==> src/rtl/apb_regfile_slave_pkg.sv <==
// Encodings shared by the AHB-to-APB bridge and its APB register-bank completers.
package apb_regfile_slave_pkg;

   typedef enum logic [1:0] {
      IDLE,
      ACCESS,
      DONE
   } apb_slv_state_t;

   localparam logic READY     = 1'b1;
   localparam logic NOT_READY = 1'b0;
   localparam logic ERROR     = 1'b1;
   localparam logic NO_ERROR  = 1'b0;
   localparam logic RW        = 1'b0;
   localparam logic RO        = 1'b1;

   // Wait counter sized for the largest supported WAIT_STATES (15).
   localparam int unsigned CTR_W = $clog2(16);

   function automatic logic is_word_aligned(input logic [1:0] lsbs);
      return lsbs == 2'b00;
   endfunction

endpackage

==> src/rtl/apb_regfile_slave_if.sv <==
// APB3 signal bundle for one PSELx lane; master = bridge side, slave = completer side.
interface apb_regfile_slave_if #(
   parameter int unsigned ADDR_WIDTH = 32,
   parameter int unsigned DATA_WIDTH = 32
);
   logic                  PSEL;
   logic                  PENABLE;
   logic                  PWRITE;
   logic [ADDR_WIDTH-1:0] PADDR;
   logic [DATA_WIDTH-1:0] PWDATA;
   logic [DATA_WIDTH-1:0] PRDATA;
   logic                  PREADY;
   logic                  PSLVERR;

   modport master (
      output PSEL, PENABLE, PWRITE, PADDR, PWDATA,
      input  PRDATA, PREADY, PSLVERR
   );

   modport slave (
      input  PSEL, PENABLE, PWRITE, PADDR, PWDATA,
      output PRDATA, PREADY, PSLVERR
   );
endinterface

==> src/rtl/apb_regfile_slave_wait_ctr.sv <==
// Access-phase wait-state counter: load at setup, count down while the access is held.
module apb_wait_ctr
   import apb_regfile_slave_pkg::*;
#(
   parameter int unsigned WIDTH = CTR_W
) (
   input  logic             HCLK,
   input  logic             HRESETn,
   input  logic             load,
   input  logic [WIDTH-1:0] load_val,
   input  logic             dec,
   output logic             zero,
   output logic             last
);

   logic [WIDTH-1:0] cnt;

   always_ff @(posedge HCLK or negedge HRESETn) begin
      if (!HRESETn) begin
         cnt <= '0;
      end else if (load) begin
         cnt <= load_val;
      end else if (dec && (cnt != '0)) begin
         cnt <= cnt - 1'b1;
      end
   end

   assign zero = (cnt == '0);
   assign last = (cnt == WIDTH'(1));

endmodule

==> src/rtl/apb_regfile_slave.sv <==
// APB3 completer: word register bank with read-only ID at word 0, fixed wait states and PSLVERR.
module apb_regfile_slave
   import apb_regfile_slave_pkg::*;
#(
   parameter int unsigned           ADDR_WIDTH  = 32,
   parameter int unsigned           DATA_WIDTH  = 32,
   parameter logic [ADDR_WIDTH-1:0] BASE_ADDR   = 32'h100,
   parameter int unsigned           NUM_REGS    = 16,
   parameter int unsigned           WAIT_STATES = 2,
   parameter logic [DATA_WIDTH-1:0] ID_VALUE    = 32'hA2B0_0001
) (
   input logic                HCLK,
   input logic                HRESETn,
   apb_regfile_slave_if.slave apb
);

   localparam int unsigned           IDX_W = $clog2(NUM_REGS);
   localparam logic [ADDR_WIDTH-1:0] SPAN  = ADDR_WIDTH'(4 * NUM_REGS);

   apb_slv_state_t        state;
   logic [DATA_WIDTH-1:0] regs [NUM_REGS];

   logic [IDX_W-1:0]      addr_idx;
   logic                  wr_q;
   logic [DATA_WIDTH-1:0] wdata_q;
   logic                  err_q;

   logic                  pready_q;
   logic                  pslverr_q;
   logic [DATA_WIDTH-1:0] prdata_q;

   logic [ADDR_WIDTH-1:0] offset;
   logic [IDX_W-1:0]      dec_idx;
   logic                  dec_err;
   logic                  setup;
   logic [DATA_WIDTH-1:0] rd_setup;
   logic [DATA_WIDTH-1:0] rd_hold;

   logic                  ctr_dec;
   logic                  ctr_zero;
   logic                  ctr_last;

   always_comb begin
      offset   = apb.PADDR - BASE_ADDR;
      dec_idx  = offset[IDX_W+1:2];
      dec_err  = (apb.PADDR < BASE_ADDR)
               | (offset >= SPAN)
               | !is_word_aligned(apb.PADDR[1:0])
               | (apb.PWRITE && (((dec_idx == '0) ? RO : RW) == RO));
      setup    = (state != ACCESS) && apb.PSEL && !apb.PENABLE;
      rd_setup = (dec_idx == '0) ? ID_VALUE : regs[dec_idx];
      rd_hold  = (addr_idx == '0) ? ID_VALUE : regs[addr_idx];
      ctr_dec  = (state == ACCESS) && apb.PSEL && apb.PENABLE && !ctr_zero;
   end

   apb_wait_ctr #(
      .WIDTH (CTR_W)
   ) u_wait_ctr (
      .HCLK     (HCLK),
      .HRESETn  (HRESETn),
      .load     (setup),
      .load_val (CTR_W'(WAIT_STATES)),
      .dec      (ctr_dec),
      .zero     (ctr_zero),
      .last     (ctr_last)
   );

   // Outputs are registered one cycle ahead: PREADY rises on the edge where the
   // counter steps to zero, or straight out of setup when there are no wait states.
   always_ff @(posedge HCLK or negedge HRESETn) begin
      if (!HRESETn) begin
         state     <= IDLE;
         addr_idx  <= '0;
         wr_q      <= 1'b0;
         wdata_q   <= '0;
         err_q     <= NO_ERROR;
         pready_q  <= NOT_READY;
         pslverr_q <= NO_ERROR;
         prdata_q  <= '0;
         for (int unsigned i = 0; i < NUM_REGS; i++) begin
            regs[i] <= '0;
         end
      end else begin
         unique case (state)
            IDLE, DONE: begin
               pready_q  <= NOT_READY;
               pslverr_q <= NO_ERROR;
               prdata_q  <= '0;
               if (setup) begin
                  state    <= ACCESS;
                  addr_idx <= dec_idx;
                  wr_q     <= apb.PWRITE;
                  wdata_q  <= apb.PWDATA;
                  err_q    <= dec_err;
                  if (WAIT_STATES == 0) begin
                     pready_q  <= READY;
                     pslverr_q <= dec_err;
                     prdata_q  <= (!apb.PWRITE && !dec_err) ? rd_setup : '0;
                  end
               end else begin
                  state <= IDLE;
               end
            end
            ACCESS: begin
               if (!apb.PSEL) begin
                  state     <= IDLE;
                  pready_q  <= NOT_READY;
                  pslverr_q <= NO_ERROR;
                  prdata_q  <= '0;
               end else if (apb.PENABLE) begin
                  if (pready_q) begin
                     if (wr_q && !err_q) begin
                        regs[addr_idx] <= wdata_q;
                     end
                     state     <= DONE;
                     pready_q  <= NOT_READY;
                     pslverr_q <= NO_ERROR;
                     prdata_q  <= '0;
                  end else if (ctr_last) begin
                     pready_q  <= READY;
                     pslverr_q <= err_q;
                     prdata_q  <= (!wr_q && !err_q) ? rd_hold : '0;
                  end
               end
            end
            default: begin
               state <= IDLE;
            end
         endcase
      end
   end

   assign apb.PREADY  = pready_q;
   assign apb.PSLVERR = pslverr_q;
   assign apb.PRDATA  = prdata_q;

endmodule

==> src/flat_wrapper.sv <==
// flat-port wrapper written by rule: the top's interface ports become plain ports
module apb_regfile_slave_flat import apb_regfile_slave_pkg::*;
#(
   parameter int unsigned           ADDR_WIDTH  = 32,
   parameter int unsigned           DATA_WIDTH  = 32,
   parameter logic [ADDR_WIDTH-1:0] BASE_ADDR   = 32'h100,
   parameter int unsigned           NUM_REGS    = 16,
   parameter int unsigned           WAIT_STATES = 2,
   parameter logic [DATA_WIDTH-1:0] ID_VALUE    = 32'hA2B0_0001
)
  (HCLK, HRESETn, apb_PSEL, apb_PENABLE, apb_PWRITE, apb_PADDR, apb_PWDATA, apb_PRDATA, apb_PREADY, apb_PSLVERR);
  apb_regfile_slave_if #(.ADDR_WIDTH(ADDR_WIDTH), .DATA_WIDTH(DATA_WIDTH)) apb_i ();
  input logic HCLK;
  input logic HRESETn;
  input wire logic [$bits(apb_i.PSEL)-1:0] apb_PSEL;
  input wire logic [$bits(apb_i.PENABLE)-1:0] apb_PENABLE;
  input wire logic [$bits(apb_i.PWRITE)-1:0] apb_PWRITE;
  input wire logic [$bits(apb_i.PADDR)-1:0] apb_PADDR;
  input wire logic [$bits(apb_i.PWDATA)-1:0] apb_PWDATA;
  output wire logic [$bits(apb_i.PRDATA)-1:0] apb_PRDATA;
  output wire logic [$bits(apb_i.PREADY)-1:0] apb_PREADY;
  output wire logic [$bits(apb_i.PSLVERR)-1:0] apb_PSLVERR;
  assign apb_i.PSEL = apb_PSEL;
  assign apb_i.PENABLE = apb_PENABLE;
  assign apb_i.PWRITE = apb_PWRITE;
  assign apb_i.PADDR = apb_PADDR;
  assign apb_i.PWDATA = apb_PWDATA;
  assign apb_PRDATA = apb_i.PRDATA;
  assign apb_PREADY = apb_i.PREADY;
  assign apb_PSLVERR = apb_i.PSLVERR;
  apb_regfile_slave #(.ADDR_WIDTH(ADDR_WIDTH), .DATA_WIDTH(DATA_WIDTH), .BASE_ADDR(BASE_ADDR), .NUM_REGS(NUM_REGS), .WAIT_STATES(WAIT_STATES), .ID_VALUE(ID_VALUE)) u_core (.HCLK(HCLK), .HRESETn(HRESETn), .apb(apb_i));
endmodule
==> config.mk <==
export PLATFORM = sky130hd
export DESIGN_NAME = apb_regfile_slave_flat
export DESIGN_NICKNAME = d
export VERILOG_FILES = /design/src/rtl/apb_regfile_slave_pkg.sv /design/src/rtl/apb_regfile_slave_if.sv /design/src/rtl/apb_regfile_slave_wait_ctr.sv /design/src/rtl/apb_regfile_slave.sv /design/src/flat_wrapper.sv
export SDC_FILE = /design/constraint.sdc
export NUM_CORES = 1
export LEC_CHECK = 0
export CAP_MARGIN = 20
export CORE_MARGIN = 1
export CORE_UTILIZATION = 50
export DETAILED_ROUTE_END_ITERATION = 8
export GPL_TIMING_DRIVEN = 1
export HOLD_SLACK_MARGIN = 0.08
export PLACE_DENSITY = 0.69
export SYNTH_ARGS = -nofsm -noshare
export SYNTH_HDL_FRONTEND = slang
export SYNTH_SLANG_ARGS = --single-unit
==> constraint.sdc <==
create_clock -name HCLK -period 2.6 [get_ports HCLK]
set_input_delay 0.39 -clock HCLK [delete_from_list [all_inputs] [get_ports HCLK]]
set_output_delay 0.39 -clock HCLK [all_outputs]
set_load 0.005 [all_outputs]
* After elaboration in Yosys (flattened, before gate mapping)
Index checks and enable logic that the tools add are counted.
** Operators by class
- Add/sub/neg operators :: 2
- Multiply operators :: 0
- Divide/modulo/power cells :: 0
- Magnitude comparators :: 4
- Eq/ne operators :: 7
- Shift operators :: 0
- Muxes and demuxes :: 31
- Bitwise gates (word level) :: 4
- Reductions and logical operators :: 29
** Operators by type and width (number)
- $bwmux W512 :: 1
- $mux W32 :: 9
- $bmux W32 S4 :: 1
- $demux W32 S4 :: 1
- $pmux W32 S2 :: 1
- $ge A32 B7 Y1 const B :: 1
- $lt A32 B9 Y1 const B :: 1
- $sub A32 B9 Y32 const B :: 1
- $logic_not A4 Y1 :: 3
- $logic_and A1 B1 Y1 :: 10
- $mux W1 :: 10
- $mux W4 :: 2
- $mux W2 :: 3
- $reduce_and A2 Y1 :: 3
- $ge A5 B5 Y1 const B :: 1
- $logic_not A1 Y1 :: 5
- $lt A5 B1 Y1 const B :: 1
- $not A4 Y5 :: 1
- $reduce_and A5 Y1 :: 1
- $eq A4 B1 Y1 const B :: 1
- $logic_not A2 Y1 :: 2
- $ne A4 B2 Y1 const B :: 1
- $pmux W1 S2 :: 2
- $pmux W2 S2 :: 1
- 11 further kinds :: 14
** Storage, ports and cells
- Flip-flop bits (word level) :: 590
- Latch bits :: 0
- Bits in writable memories :: 0
- Bits in read-only memories :: 0
- Input bits :: 69
- Output and inout bits :: 34
- Word-level logic and storage cells :: 102
- Memories :: 0

* Longest topological paths before layout
- Depth in word-level cells :: 11
- Gate-level depth with buffers :: 9
- Mapped depth without buffers :: 7

* Modules after synthesis
A second synthesis with hierarchy kept.
** Unflattened totals
- Cell total of the unflattened synthesis :: 1649
- Area, all modules :: 25749.7 µm²
** Modules (own cells, without submodules)
- apb_regfile_slave :: instances 1, cells an instance 1619, area each 25483.2 µm²
- apb_wait_ctr :: instances 1, cells an instance 30, area each 266.5 µm²

* Worst setup path after synthesis
No wires, ideal clock.
- Kind :: flip-flop to flip-flop
- From :: reg u_core.state[1]
- To :: reg u_core.regs[290] (netlist bit)
- Library setup time :: 0.125 ns
- Arrival time :: 1.987 ns
- Data required time :: 2.475 ns
- Slack :: 0.488 ns
- Stages on the path, launching flop included :: 9
- Buffers on the path :: 3
- Path through :: dfrtp_1 -> and3b_1 -> and2_1 -> buf_4 -> nand2_4 -> or4_1 -> buf_2 -> buf_6 -> mux2_4
** On the way
- Longest elaborated chain between the ends :: 2
** RTL lines
- from (decl) :: line apb_regfile_slave.sv:20 : apb_slv_state_t state;
- from (signal assigned) :: line apb_regfile_slave.sv:72 : state <= IDLE;
- from (signal assigned) :: line apb_regfile_slave.sv:90 : state <= ACCESS;
- from (signal assigned) :: line apb_regfile_slave.sv:101 : state <= IDLE;
- $eq A2 B1 Y1 :: line apb_regfile_slave.sv:84 : unique case (state)
- $reduce_and A5 Y1 (no line)
- to (signal, indexed assignment) :: line apb_regfile_slave.sv:113 : regs[addr_idx] <= wdata_q;
- to (decl) :: line apb_regfile_slave.sv:21 : logic [DATA_WIDTH-1:0] regs [NUM_REGS];
No other way between the ends.
A chain may end at the register's enable or synchronous reset.

* Final worst setup path
- From :: reg u_core.state[1]
- To :: reg u_core.regs[157] (netlist bit)
Same word-level chain as after synthesis.

==> results.toml <==
[synth]
yosysSeqAreaShare_pct = 55.4
synth_top_flop_cell = "dfrtp_1"
synth_cell_type_count = 54
syn_nets = 1908
yosys_warnings = 0
ys_seq_elements = 583
syn_inst = 1836
avgSynthCellArea_um2 = 14.3
async_flop_share_pct = 100
synth_edf_count = 0
netlist_area_mm2 = 0.0263

[setup_path]
reg2reg_slack_ns = 0.10
timing.rr.start = "u_core.state[1]"
reg2regPathDepth = 7
timing.rr.end = "u_core.regs[157]"
worstSetupEndpoint = "u_core.regs[157]"
worstPathMaxFanout = 8
cp_data_required_time_ns = 3.10
crit_top_cell = "buf_4"
path_class = "flop to flop"
cp.arrival_ns = 3.00
worstSetupStartpointType = "flop"
end_kind = "flop"
slowest_stage = "dfrtp_1"
cp_num_cells = 7
path_cells = "and3b_1 -> and2_1 -> nand2_4 -> buf_4 -> nor3_2 -> buf_4 -> mux2_2"
slowest_delay_ns = 0.46
crit_start = "u_core.state[1]"
path_delay_family = "simple AND/OR/NAND/NOR gates"
path_buf_inv = 2

[floorplan]
rows = 83
fp.dieW_um = 231
die_h_um = 231
initial_core_util_pct = 51.0
dieArea_mm2 = 0.0535
core_mm2 = 0.0516
ioPinCount = 103

[power_and_ir_drop]
vdd_ir_drop_max_mv = 0.565
p_comb_share_pct = 11.7
p_switching_mw = 5.51
seq_power_share_pct = 47.3
leakagePower_nw = 15.2
swShare_pct = 26.5
powerDensity_mw_per_mm2 = 671
pwr-share-clk_pct = 41.0
intPower_mw = 15.3

[clocking]
cts_max_path_buffers = 3
clkSinkCount = 583
root_buffer = "clkbuf_16"
clk_latency_ns = 0.62
post-cts-setup-buffers = 0
cts.clk_slew.worst_paths_ns = 0.06
cts_made_buffers = 59
tritoncts = "built"
ctsHtreeMaxLevel = 2

[layout]
final_common_cell = "dfrtp_1"
area_growth_pct = 17.6
drive_above_1_share_pct = 40.3
final_area_mm2 = 0.0309
multi_input_area_mm2 = 0.0112
antenna_cells = 0
seqCellArea_mm2 = 0.0146
layout.nets = 2023
final_cell_mix = "dfrtp_1 (580), mux2_2 (469), mux2i_1 (149)"
final.fill_count = 3950

[sta]
finalMaxSlewViolations = 0
hold_viol_final = 0
slew_headroom_pct = 55.5
whs_ns = 0.257
setup_viol = 0
period_minus_slack_ns = 2.50
clock.fmax_mhz = 400
period_share_pct = 96.0
worst_pin_slew_ns = 0.667
rsz0062_at_grt = "no"
fin_skew_ns = 0.0129

[place]
place.gp.congestion = 0.830
hpwl_um = 39900
postPlaceCellArea_mm2 = 0.0290
portBuffers = 102

[drt]
vias = 15600
detail-route-antenna-nets = 0
wl_per_cell_um = 23.8
dr.first_iter.drc_count = 1017
drc_errors = 0
vias_per_cell = 5.83
first_pass_iters = 7
wl_um = 63600

[min_path]
min_path_type = "input port to asynchronous set/reset pin"

[run]
drv_cap = 0

[global_routing]
grt_pass1_vias = 16600
overflow = 0
grt_max_degree = 85
antenna_found_initial = 0
grt_pass1_wl_um = 101000
grt_use_total_pct = 24.6

[run_status]
status = "complete, no violations"
[repair_timing]
item | in CTS | in global routing
endpoints found under the setup margin | 0 | 3
gates resized for setup | 0 | 3
hold buffers | 1 | 0
endpoints found under the hold margin | 228 | 0
[power by group through the flow]
stage	clock [mW]	sequential, mW	combinational, mW
global placement	0	9.96	2.42
floorplan	0	9.54	1.63
CTS	8.72	9.81	2.46
finish	8.52	9.82	2.43
global route	9.08	9.88	2.60
detailed placement	0	9.98	2.45
[worst reg2reg max path, delay by kind of cell, from the launching register on]
| kind | cells | cell delay [ns] |
|---|---|---|
| buffers and inverters | 2 | 0.52 |
| and+or+nand+nor | 4 | 1.04 |
| DFF | 1 | 0.46 |
| muxes | 1 | 0.36 |
[cells in the mapped netlist, types with 6 or more instances]
cell type | count | share of area, %
dfrtp_1 | 583 | 55
mux2_2 | 469 | 20
mux2i_1 | 149 | 5.7
nand2_1 | 141 | 2.0
clkbuf_1 | 79 | 1.1
a22oi_1 | 65 | 1.9
mux2_4 | 60 | 3.4
buf_2 | 58 | 1.1
mux4_2 | 50 | 4.3
a32oi_1 | 25 | 0.83
nor2_1 | 16 | 0.23
o22ai_1 | 16 | 0.38
mux2_1 | 12 | 0.51
buf_1 | 9 | 0.13
a21oi_1 | 8 | 0.15
nor4_1 | 8 | 0.19
a21o_1 | 7 | 0.20
a2bb2oi_1 | 7 | 0.23
buf_6 | 6 | 0.26
[per-layer routing]
metal  global-route usage [%]  share of wire (%)  vias up
li1                         -                  -     6913
met1                     34.4                 45     8344
met2                     40.7                 49      257
met3                     3.40                3.8       88
met4                     6.02                2.1        0
met5                        0                  0        -
[kinds of logic (layout without fill, tap and decap cells)]
kind of cell	Yosys count	after routing	share of synthesized area, %
compound gates	139	139	3.95
xor+xnor	5	5	0.166
fa+ha+maj	3	3	0.143
buf+inv	159	318	2.73
flops	583	583	55.4
mux	740	740	34.0
simple gates	207	207	3.61
[worst min-delay path by stage]
stage                          to  cells after the start  startpoint
3_5_place_dp   u_core.wdata_q[24]                      1     HRESETn
6_report       u_core.wdata_q[24]                      2     HRESETn
3_3_place_gp   u_core.wdata_q[24]                      1     HRESETn
2_1_floorplan  u_core.addr_idx[0]                      0     HRESETn
5_1_grt        u_core.wdata_q[24]                      2     HRESETn
4_1_cts        u_core.wdata_q[24]                      2     HRESETn
[area by class of cell]
cell class,instances,share of cell area (%)
flip-flops and latches,583,47.2
multi-input cells,1094,36.1
well taps,680,2.75
clock inverters,20,0.671
clock buffers,85,5.61
inverters,6,0.0728
repair buffers,207,7.65
[stage by stage]
stage          setup TNS, ns  setup WS [ns]  cells  total power, mW  utilization [%]
3_3_place_gp          -39.69         -0.189   2568             12.4             56.1
2_1_floorplan              0          0.488   1836             11.2                -
4_1_cts                    0        0.00277   2674             21.0             59.9
3_5_place_dp          -46.36         -0.219   2568             12.4             56.1
6_report                   0          0.103   2675             20.8             59.9
5_1_grt                    0         0.0244   2675             21.6             59.9
[registers in the layout, summed over array words and instances, names as in the netlist]
name	count
u_core.u_wait_ctr.cnt	4
u_core.regs	505
u_core.wr_q	1
u_core.apb.PSLVERR	1
u_core.state	2
u_core.wdata_q	32
u_core.addr_idx	4
u_core.apb.PREADY	1
u_core.apb.PRDATA	32
u_core.err_q	1
No activity file was read; power rests on OpenSTA's default activity.
==> edit, RTL diff (same settings) <==
`DATA_WIDTH` is set to 32 in 3 places; all go to 48.
--- a/src/rtl/apb_regfile_slave_if.sv
+++ b/src/rtl/apb_regfile_slave_if.sv
@@ -3,3 +3,3 @@
    parameter int unsigned ADDR_WIDTH = 32,
-   parameter int unsigned DATA_WIDTH = 32
+   parameter int unsigned DATA_WIDTH = 48
 );
--- a/src/rtl/apb_regfile_slave.sv
+++ b/src/rtl/apb_regfile_slave.sv
@@ -5,3 +5,3 @@
    parameter int unsigned           ADDR_WIDTH  = 32,
-   parameter int unsigned           DATA_WIDTH  = 32,
+   parameter int unsigned           DATA_WIDTH  = 48,
    parameter logic [ADDR_WIDTH-1:0] BASE_ADDR   = 32'h100,
--- a/src/flat_wrapper.sv
+++ b/src/flat_wrapper.sv
@@ -4,3 +4,3 @@
    parameter int unsigned           ADDR_WIDTH  = 32,
-   parameter int unsigned           DATA_WIDTH  = 32,
+   parameter int unsigned           DATA_WIDTH  = 48,
    parameter logic [ADDR_WIDTH-1:0] BASE_ADDR   = 32'h100,
Ports: changed (resized apb_PRDATA and apb_PWDATA); port bits go from 103 to 135. No check against the original RTL was run, so the function may have changed too.
==> edit against the original RTL <==
  * Clock skew up 0.011 ns
  * Final area rose by 46%
  * Power increased by 49%
  * Setup slack better by 0.065 ns
  * Hold slack better by 0.063 ns
  * Sequential cell count is 288 higher
  * Maximum frequency up 2.7%
  * Die area up 46%
  * Area after synthesis up 47%
  * Wire length up 46%
  * Combinational power increased by 18%
  * Global-route usage about the same
  * Largest cell class unchanged
  * Highest routed layer unchanged
==> edit: results <==
[outcome]
status = completed

[clock_network]
cts_buffers = 91
clkLatencyLatePin_ns = 0.65

[final_layout]
nClkBuffers = 139
buffer_area_share_pct = 6.88
drive_gt1_share_pct = 49.4
multi_input_area_um2 = 15900
largest_reg_flops = 761
seq_cells = 871
multi_input_cells = 1337
regArea_um2 = 21800
fillers = 5741
layout.nets = 2651
buffers = 257
nonClockInverterCount = 5

[sta]
worstMarginPinSlew_ns = 0.987
finalCritPeriodShare_pct = 93.5
skew_ns = 0.0234

[power_and_ir_drop]
p_leak_nw = 21.6
cell_internal_pwr_mw = 23.0
ir_drop_mv = 0.562

[setup_path]
path_max_fanout = 33
arrival_ns = 2.95
timing.rr.end = u_core.regs[322]
slowest_delay_ns = 0.43
r2r_setup_slack_ns = 0.17

[synthesis]
ys_top_cells_by_area = dfrtp_1, mux2_2, mux4_2, mux2i_1, a221o_1
synth_common_cells = dfrtp_1, mux2_2, mux4_2, clkbuf_1, nor2_1
syn_nets = 2511
synthDistinctLibCells = 47
synth-seq-area-share_pct = 56.4

[drt]
vias_per_cell = 5.97
drt_iter0_markers = 1356

[placed_design]
io_buffers = 134
place.gp.congestion = 0.781
dp_worst_setup_slack_ns = -0.336
placed_area_um2 = 42100

[global_routing]
antenna_found_initial = 1
grt_start_max_net_pins = 97
grt_usage_pct = 24.6
grt_pass1_wl_um = 147000

[floorplanning]
tap_cells = 1030
edit: cell count changes in the layout (fill, tap and decap cells not counted), sizes merged, moves of 19 or more:
cell,delta
a32oi,-25
mux2,+314
dfrtp,+288
a22oi,-65
nand2,-119
clkdlybuf4s50,+32
buf,+19
mux2i,-75
nor2,+59
a221o,+41
mux4,+124
clkbuf,+53
edit: per-layer routing:
| layer | part of all wire, % | vias to the layer above | global-route usage (%) |
|---|---|---|---|
| li1 | - | 9269 | - |
| met1 | 44 | 12000 | 33.9 |
| met2 | 49 | 448 | 40.6 |
| met3 | 4.0 | 144 | 4.01 |
| met4 | 2.5 | 0 | 7.09 |
| met5 | 0 | - | 0 |
edit: power groups by stage:
stage / sequential, mW / clock (mW) / combinational, mW
6_report: 14.6 / 13.4 / 2.86
5_1_grt: 14.7 / 14.2 / 3.09
4_1_cts: 14.6 / 13.6 / 2.92
3_5_place_dp: 14.9 / 0 / 2.90
3_3_place_gp: 14.8 / 0 / 2.87
2_1_floorplan: 14.2 / 0 / 2.01
edit: stage by stage:
| step | util (%) | setup TNS, ns | hold slack [ns] | std cells |
|---|---|---|---|---|
| detailed placement | 55.3 | -157.61 | 0.415 | 3499 |
| global route | 59.4 | 0 | 0.331 | 3668 |
| floorplan | - | 0 | 0.0944 | 2423 |
| CTS | 59.4 | 0 | 0.311 | 3668 |
| finish | 59.4 | 0 | 0.320 | 3668 |
| global placement | 55.3 | -144.23 | 0.414 | 3499 |
edit: kinds of logic after synthesis:
group	Yosys count	share of synthesized area [%]
AOI/OAI and AO/OA	89	1.90
xor gates and xnor gates	3	0.0680
adders and majority gates	3	0.0972
buffers and inverters	215	2.84
DFF	871	56.4
muxes	1103	37.0
and+or+nand+nor	139	1.67
